$ cat src/rtl/pipe_stall_ctrl_pkg.sv
// Shared pipeline-control encodings: reset level, per-stage stall vectors, EX op kinds.
package pipe_stall_ctrl_pkg;

    localparam logic RST_ENABLE = 1'b1;

    // Bit i holds stage i: [0] pc [1] if_id [2] id_ex [3] ex_mem [4] mem_wb [5] reserved
    localparam logic [5:0] STALL_NONE = 6'b000000;
    localparam logic [5:0] STALL_ID   = 6'b000111;
    localparam logic [5:0] STALL_EX   = 6'b001111;

    typedef enum logic [1:0] {
        EXOP_NONE = 2'b00,
        EXOP_MADD = 2'b01,
        EXOP_DIV  = 2'b10,
        EXOP_RSVD = 2'b11
    } exop_e;

    function automatic logic is_multi_cycle(input logic [1:0] kind);
        return (kind == EXOP_MADD) || (kind == EXOP_DIV);
    endfunction

endpackage

$ cat src/rtl/pipe_stall_ctrl.sv
// Central stall/flush sequencer: merges ID load-use, EX multi-cycle and flush requests
// into a per-stage stall vector, and times EX multi-cycle ops with a small FSM.
module pipe_stall_ctrl
    import pipe_stall_ctrl_pkg::*;
#(
    parameter int unsigned MADD_CYCLES = 2,
    parameter int unsigned DIV_CYCLES  = 32,
    parameter int unsigned CNT_W       = 6
) (
    input  logic             clk,
    input  logic             rst,
    input  logic             stallreq_id,
    input  logic [1:0]       ex_op_kind,
    input  logic             ex_cancel,
    input  logic             flush_req,
    output logic [5:0]       stall,
    output logic             flush,
    output logic             ex_busy,
    output logic             ex_done,
    output logic [CNT_W-1:0] ex_cnt
);

    typedef enum logic [1:0] {
        ST_IDLE,
        ST_BUSY,
        ST_DONE
    } state_e;

    state_e           r_state;
    state_e           w_state_nxt;
    logic [CNT_W-1:0] r_cnt;
    logic [CNT_W-1:0] w_cnt_nxt;
    logic [CNT_W-1:0] r_last;
    logic [CNT_W-1:0] w_last_nxt;
    logic             w_req;

    assign w_req = is_multi_cycle(ex_op_kind);

    always_ff @(posedge clk) begin
        if (rst == RST_ENABLE) begin
            r_state <= ST_IDLE;
            r_cnt   <= '0;
            r_last  <= '0;
        end else begin
            r_state <= w_state_nxt;
            r_cnt   <= w_cnt_nxt;
            r_last  <= w_last_nxt;
        end
    end

    // r_last keeps N-1 for the op in flight, so later kind changes cannot retime it.
    always_comb begin
        w_state_nxt = r_state;
        w_cnt_nxt   = r_cnt;
        w_last_nxt  = r_last;
        unique case (r_state)
            ST_IDLE: begin
                if (w_req && !flush_req) begin
                    w_state_nxt = ST_BUSY;
                    w_cnt_nxt   = CNT_W'(1);
                    w_last_nxt  = (ex_op_kind == EXOP_MADD) ? CNT_W'(MADD_CYCLES - 1)
                                                             : CNT_W'(DIV_CYCLES - 1);
                end
            end
            ST_BUSY: begin
                if (flush_req || ex_cancel) begin
                    w_state_nxt = ST_IDLE;
                    w_cnt_nxt   = '0;
                end else if (r_cnt == r_last) begin
                    w_state_nxt = ST_DONE;
                    w_cnt_nxt   = '0;
                end else begin
                    w_cnt_nxt   = r_cnt + CNT_W'(1);
                end
            end
            ST_DONE: begin
                w_state_nxt = ST_IDLE;
                w_cnt_nxt   = '0;
            end
            default: begin
                w_state_nxt = ST_IDLE;
                w_cnt_nxt   = '0;
            end
        endcase
    end

    always_comb begin
        ex_busy = ((r_state == ST_IDLE) && w_req) || (r_state == ST_BUSY);
        ex_done = (r_state == ST_DONE);
        flush   = flush_req;
        if (flush_req) begin
            stall = STALL_NONE;
        end else if (ex_busy) begin
            stall = STALL_EX;
        end else if (stallreq_id) begin
            stall = STALL_ID;
        end else begin
            stall = STALL_NONE;
        end
    end

    assign ex_cnt = r_cnt;

endmodule
$ cat config.mk
export PLATFORM = sky130hd
export DESIGN_NAME = pipe_stall_ctrl
export DESIGN_NICKNAME = d
export VERILOG_FILES = /design/src/rtl/pipe_stall_ctrl_pkg.sv /design/src/rtl/pipe_stall_ctrl.sv
export SDC_FILE = /design/constraint.sdc
export NUM_CORES = 1
export LEC_CHECK = 0
export CAP_MARGIN = 0
export CORE_AREA = 2 2 39 41
export CTS_BUF_LIST = sky130_fd_sc_hd__clkbuf_2
export CTS_CLUSTER_SIZE = 12
export DETAILED_ROUTE_END_ITERATION = 8
export DIE_AREA = 0 0 41 43
export DONT_BUFFER_PORTS = 1
export PLACE_DENSITY = 0.7
export SYNTH_ARGS = -nofsm -noshare
export SYNTH_HDL_FRONTEND = slang
export SYNTH_SLANG_ARGS = --single-unit
export TNS_END_PERCENT = 50
$ cat constraint.sdc
create_clock -name clk -period 1.79 [get_ports clk]
set_input_delay 0.179 -clock clk [delete_from_list [all_inputs] [get_ports clk]]
set_output_delay 0.179 -clock clk [all_outputs]
set_load 0.1 [all_outputs]
==> results.md, run 1 <==
- Status: finished, final reports clean
- Via count: 546
- First-pass GRT wire length: 2.06 mm
- Yosys top cell by area: dfxtp_1
- Synth area leaders: dfxtp_1, buf_4, nor2_1, nand2_1, ha_1
- Htree depth: 1
- Sequential Area: a little over 200 um2
- Starting Density: between 40% and 50%
- Layout cells sized above 1: a little over a third
- DRT Pass-1 Iters: 4
- Leak Pwr: approximately 0.3 nW
- Post-synth top area share: between 30% and 40%
- P per Cell Area: ~770 nW/um2
- Total Routing Usage GR: between 10% and 20%
- Syn avg cell area: approximately 8 um2
- Hold Vio Cnt, Final: 0
- DR iter-0 viols: 11
- Critical path type: reg -> out
- DP Area: around 740 um2
- Core footprint: 1380 um2
- I/O Buffers: 0
- WP data required: 1.61 ns
- Final Setup Violations: 0
- Crit path time final: approximately 1.6 ns
- CP startpoint: r_state[0]
- RSZ-0062 raised after global routing: no
- Routed Wire Length: approximately 1.2 mm
- Crit end category: output pin
- Slew Viols, Final: 0
- Fin nets: 97
- Post-synth EDFFs: 0
- Worst r2r src: ex_cnt[2]
- F_max: ~620 MHz
- Period Utilization, post-route: 90.1%
- Die ar.: between 1500 and 2000 um2
- Post-synth ARST share: 0%
- Worst R2R Setup Slack: 0.25 ns
- Worst-path maximum fanout: 6
- Final Power: slightly below 0.6 mW
- VDD IR max: about 0.00033 V
- Worst hold-check path type: in -> reg
- Postcts setup bufs: 0
- Count leader, synth: dfxtp_1
- Final non-filler cell total: 103
- Die width: about 40 um
- Post-route ant nets: 0
- Die Ht: 43 um
- Multi-input gate area: around 370 um2
- CTS tree: yes
- Final instance area: roughly 770 um2
- # DRC: 0
- Grt ovf: 0
- Via density: roughly 5.3
- Number of CTS-inserted buffers: 3
- Synth top cells by count: dfxtp_1, nor2_1, nand2_1
- Synthesized area: 578 um2
- Synth Flop Type: dfxtp_1
- GP Congestion: 0.781
- WP data arrival: 1.43 ns
- Initial antenna violation count: 0
- Post-detail-place hpwl: 946 um
- Flops & latches, synth: 10
- Wirelength per Cell: 11.7 um
- Clk Latency, worst-skew pair: 0.26 ns
- Dpl cells: ~100
- Max-cap violations: 0
- Warnings from Yosys: 0
- Largest net degree at the start of global routing: 8
- Vias in the first global route: 497
- Setup crit start kind: flip-flop
- Number of I/O pins: 22
- Antenna cells: 0
- Total clock sinks: 10
- Hold_sp: rst
- Synthesis-to-layout area growth: 32.9%
- Synthesized instance count: 73
- Clock Skew: between 0.01 and 0.015 ns
- Worst-path clk slew: approximately 0.11 ns
- Sequential fraction of the synthesis area: 34.6%
- Hold slack: ~0.094 ns
- Row count: 14
- Clk root buf: clkbuf_2
- Cell variety after synth: 27
- Clock Path Buffers: 2
- Filler Cells Inserted: approximately 130
==> final cells by class <==
class	instances	share of cell area, %
Timing Repair Buffer	14	17.3
Tap cell	16	2.61
Inverter	5	2.77
Clock buffer	3	1.95
Sequential cell	10	26.9
Multi-Input combinational cell	54	48.0
Clock inverter	1	0.489
==> per-layer routing <==
layer / share of wire (%) / vias to the layer above / wire length, um / track usage (%)
li1: - / 283 / - / -
met3: 3.2 / 4 / 38 / 1.57
met4: 2.6 / 0 / 31 / 12.0
met5: 0 / - / 0 / 0
met2: 48 / 10 / 581 / 25.3
met1: 46 / 249 / 551 / 22.2
==> sequential cells by signal, summed over array words and instances (netlist names) <==
register	cells
ex_cnt	6
r_state	2
r_last	2
==> report_power, final <==
part	internal [mW]	switching (mW)
registers	0.231	0.00970
logic	0.0608	0.160
clock network	0.0485	0.0825
==> metrics by stage <==
stage	setup WS, ns	setup TNS, ns	util, %
floorplan	-0.354	-1.19	-
CTS	0.178	0	55.5
finish	0.177	0	55.5
detailed placement	0.255	0	53.4
global route	0.136	0	55.5
global placement	0.269	0	53.4
==> worst max-delay path, stage by stage (launching register included) <==
cell	delay, ns
dfxtp_2	0.40
inv_1	0.09
a21oi_4	0.18
nor2_2	0.06
nor2_4	0.13
buf_4	0.30
==> cell families (layout without fill, tap and decap cells) <==
family	count (synthesis)	in the layout	synth area share, %
AOI/OAI and AO/OA	15	15	18.4
xor gates and xnor gates	2	2	3.03
and+or+nand+nor	33	33	29.2
other	1	2	0.649
DFF	10	10	34.6
buffers and inverters	10	23	9.74
adders and majority gates	2	2	4.33
==> path summary, 6_finish.rpt <==
path | depth (start not counted) | to
max | 5 | stall[0]
min | 2 | r_state[1]
max reg2reg | 4 | ex_cnt[2]
min reg2reg | 2 | ex_cnt[5]
==> timing repair <==
item	4_1_cts	5_1_grt
resized for setup	0	0
hold endpoints to repair	4	0
hold buffers	1	0
==> placed cells by master (no fill, tap or decap), types with 2 or more instances in the layout <==
cell type and instances:
conb_1 2, o21ai_1 3, a211oi_1 2, xnor2_1 2, buf_12 2, dfxtp_2 5
nand2_1 8, nand2b_1 2, nor2_1 7, nand3_1 4, buf_4 11, dfxtp_1 5
inv_1 4, o211ai_1 3, nor4_1 2, clkbuf_2 3
(Power assumes the default switching activity.)
==> run 2, diff against run 1 <==
Settings changed: ABC_AREA set to 1, CORE_AREA 2 2 39 41 to unset, CORE_MARGIN set to 2, CORE_UTILIZATION set to 28, DIE_AREA 0 0 41 43 to unset, PLACE_DENSITY 0.7 to 0.53.
==> results.md, run 2 <==
- WP data required: 1.61 ns (about the same)
- Combinational power share: 39.0% (was 37.3%)
- Post-synth ARST share: 0% (unchanged)
- Setup crit start kind: flip-flop (unchanged)
- I/O Buffers: 0 (unchanged)
- Flops & latches, synth: 10 (unchanged)
- Clk pwr share: 21.9% (was 22.1%)
- Number of CTS-inserted buffers: 3 (unchanged)
- Hold Vio Cnt, Final: 0 (unchanged)
- Synthesized area: 661 um2 (was 578 um2)
- Total Routing Usage GR: 11.6% (was 17.2%)
- Largest net degree at the start of global routing: 8 (unchanged)
- Sequential Power Share: 39.1% (was 40.6%)
- DRT Pass-1 Iters: 4 (unchanged)
- Synth area leaders: dfxtp_1, nand2_1, inv_1, nor2_1, a21oi_1 (was dfxtp_1, buf_4, nor2_1, nand2_1, ha_1)
- Row count: 17 (was 14)
- Total clock sinks: 10 (unchanged)
- Synthesis-to-layout area growth: 27.5% (was 32.9%)
- Die width: 52.6 um (was 41 um)
- Count leader, synth: nand2_1 (was dfxtp_1)
- Most frequent cells in the layout: nand2_1, inv_1, dfxtp_1, buf_4, nor2_1 (was buf_4, nand2_1, nor2_1, dfxtp_1, dfxtp_2)
- Grt ovf: 0 (unchanged)
- Status: finished, final reports clean (unchanged)
- Fin nets: 116 (was 97)
- Worst hold-check path type: in -> reg (unchanged)
- Via density: 4.57 (was 5.30)
- Max-cap violations: 0 (unchanged)
- Worst-path clk slew: 0.12 ns (was 0.11 ns)
- Number of I/O pins: 22 (unchanged)
- Post-synth EDFFs: 0 (unchanged)
- Htree depth: 1 (unchanged)
- Yosys top cell by area: dfxtp_1 (unchanged)
- Dpl cells: 129 (was 98)
- Die ar.: 2760 um2 (was 1760 um2)
- RSZ-0062 raised after global routing: no (unchanged)
- DR iter-0 viols: 13 (was 11)
- Final instance area: 842 um2 (was 768 um2)
- # DRC: 0 (unchanged)
- Post-route ant nets: 0 (unchanged)
- Worst-path maximum fanout: 4 (was 6)
- Sequential fraction of the synthesis area: 30.3% (was 34.6%)
- Vias in the first global route: 536 (was 497)
- Clk root buf: clkbuf_2 (unchanged)
- DP Area: 813 um2 (was 739 um2)
- Final non-filler cell total: 134 (was 103)
- Syn avg cell area: 6.95 um2 (was 7.92 um2)
- Period Utilization, post-route: 87.2% (was 90.1%)
- Reg2Reg Depth: 6 (was 4)
- WL met2: 647 um (was 581 um)
- GP Congestion: 0.790 (was 0.781)
- Clock Skew: 0.00219 ns (was 0.0106 ns)
- Clock Path Buffers: 2 (unchanged)
- Die Ht: 52.6 um (was 43 um)
- Switching share of total power: 44.5% (was 42.6%)
- Via count: 612 (was 546)
- Layout cells sized above 1: 33.0% (was 35.6%)
- Synthesized instance count: 95 (was 73)
- P_int: 0.338 mW (was 0.340 mW)
- Crit end category: output pin (unchanged)
- NetSw: 0.270 mW (was 0.252 mW)
- Commonest non-fill, non-tap cell in the layout: nand2_1 (was buf_4)
- Post-detail-place hpwl: 1.15 mm (was 946 um)
- First-pass GRT wire length: 2.36 mm (was 2.06 mm)
- Warnings from Yosys: 0 (unchanged)
- Post-cts sizing count: 0 (unchanged)
- VDD IR max: 0.000302 V (was 0.000329 V)
- Slew Viols, Final: 0 (unchanged)
- Routed Wire Length: 1.48 mm (was 1.20 mm)
- Synth Flop Type: dfxtp_1 (unchanged)
- Hold Crit Depth: 3 (was 2)
- Synth top cells by count: nand2_1, inv_1, nor2_1 (was dfxtp_1, nor2_1, nand2_1)
- Starting Density: 29.9% (was 41.8%)
- Critical path type: reg -> out (unchanged)
- Final Power: 0.608 mW (was 0.592 mW)
- Clk Latency, worst-skew pair: 0.25 ns (was 0.26 ns)
- Post-synth top area share: 30.3% (was 34.6%)
- P per Cell Area: 722 nW/um2 (was 771 nW/um2)
- Wirelength per Cell: 11.0 um (was 11.7 um)
- Met1 WL: 733 um (was 551 um)
- Core footprint: 2210 um2 (was 1380 um2)
- Leak Pwr: 0.347 nW (was 0.301 nW)
- Uppermost layer routed: met3 (was met4)
- Final Setup Violations: 0 (unchanged)
- Crit path time final: 1.56 ns (was 1.61 ns)
- WP data arrival: 1.38 ns (was 1.43 ns)
- CTS tree: yes (unchanged)
- F_max: 641 MHz (was 620 MHz)
- Initial antenna violation count: 0 (unchanged)
- Largest register FFs: 6 (unchanged)
- Antenna cells: 0 (unchanged)
- Cell variety after synth: 24 (was 27)
- WL met3: 99 um (was 38 um)
## run 2: timing repair
action / in CTS / in global routing
hold buffers: 1 / 0
endpoints found under the hold margin: 7 / 0
setup buffers: 0 / 0
## run 2: logic make-up after synthesis
| kind of cell | share of synthesized area [%] |
|---|---|
| buf+inv | 14.8 |
| compound gates | 17.2 |
| other cells | 0.568 |
| simple gates | 33.3 |
| flops | 30.3 |
| fa+ha+maj | 3.79 |
## run 2: through the flow
stage | TNS (ns) | utilization, % | setup WS (ns) | hold slack, ns
floorplan | -1.21 | - | -0.367 | 0.399
global placement | 0 | 36.8 | 0.541 | 0.244
detailed placement | 0 | 36.8 | 0.512 | 0.244
CTS | 0 | 38.1 | 0.215 | 0.113
global route | 0 | 38.1 | 0.147 | 0.0978
finish | 0 | 38.1 | 0.230 | 0.117
## run 2: layout make-up
| type | instances | area, um2 |
|---|---|---|
| fillers | 245 | 1370 |
| multi-input cells | 65 | 410 |
| flip-flops and latches | 10 | 201 |
| repair buffers | 12 | 118 |
| inverters | 15 | 58.8 |
| well taps | 28 | 35.0 |
| clock buffers | 3 | 15.0 |
| clock inverters | 1 | 3.75 |
## run 2: final timing paths
path	startpoint	end	slack, ns
worst max-delay path	r_state[0]	stall[0]	0.23
worst min-delay path	rst	ex_cnt[2]	0.12
worst max register to register	ex_cnt[0]	ex_cnt[5]	0.52
worst min register to register	r_last[0]	r_last[0]	0.49
## run 2: worst max-delay path: stages, from the launching register on
cell     delay (ns)
dfxtp_2        0.38
inv_1          0.07
a21oi_4        0.18
nor2_2         0.06
nor2_4         0.13
buf_4          0.30
## run 2: layer usage
layer / vias to the layer above / global-route usage, %
met4: 0 / 3.85
met2: 21 / 17.1
met3: 0 / 3.43
li1: 318 / -
met1: 273 / 15.9
met5: - / 0
## run 2: power by group through the flow
stage	logic (mW)	clock network [mW]	registers, mW
floorplan	0.207	0	0.257
global placement	0.231	0	0.243
detailed placement	0.233	0	0.243
CTS	0.239	0.134	0.238
global route	0.248	0.151	0.239
finish	0.237	0.133	0.238
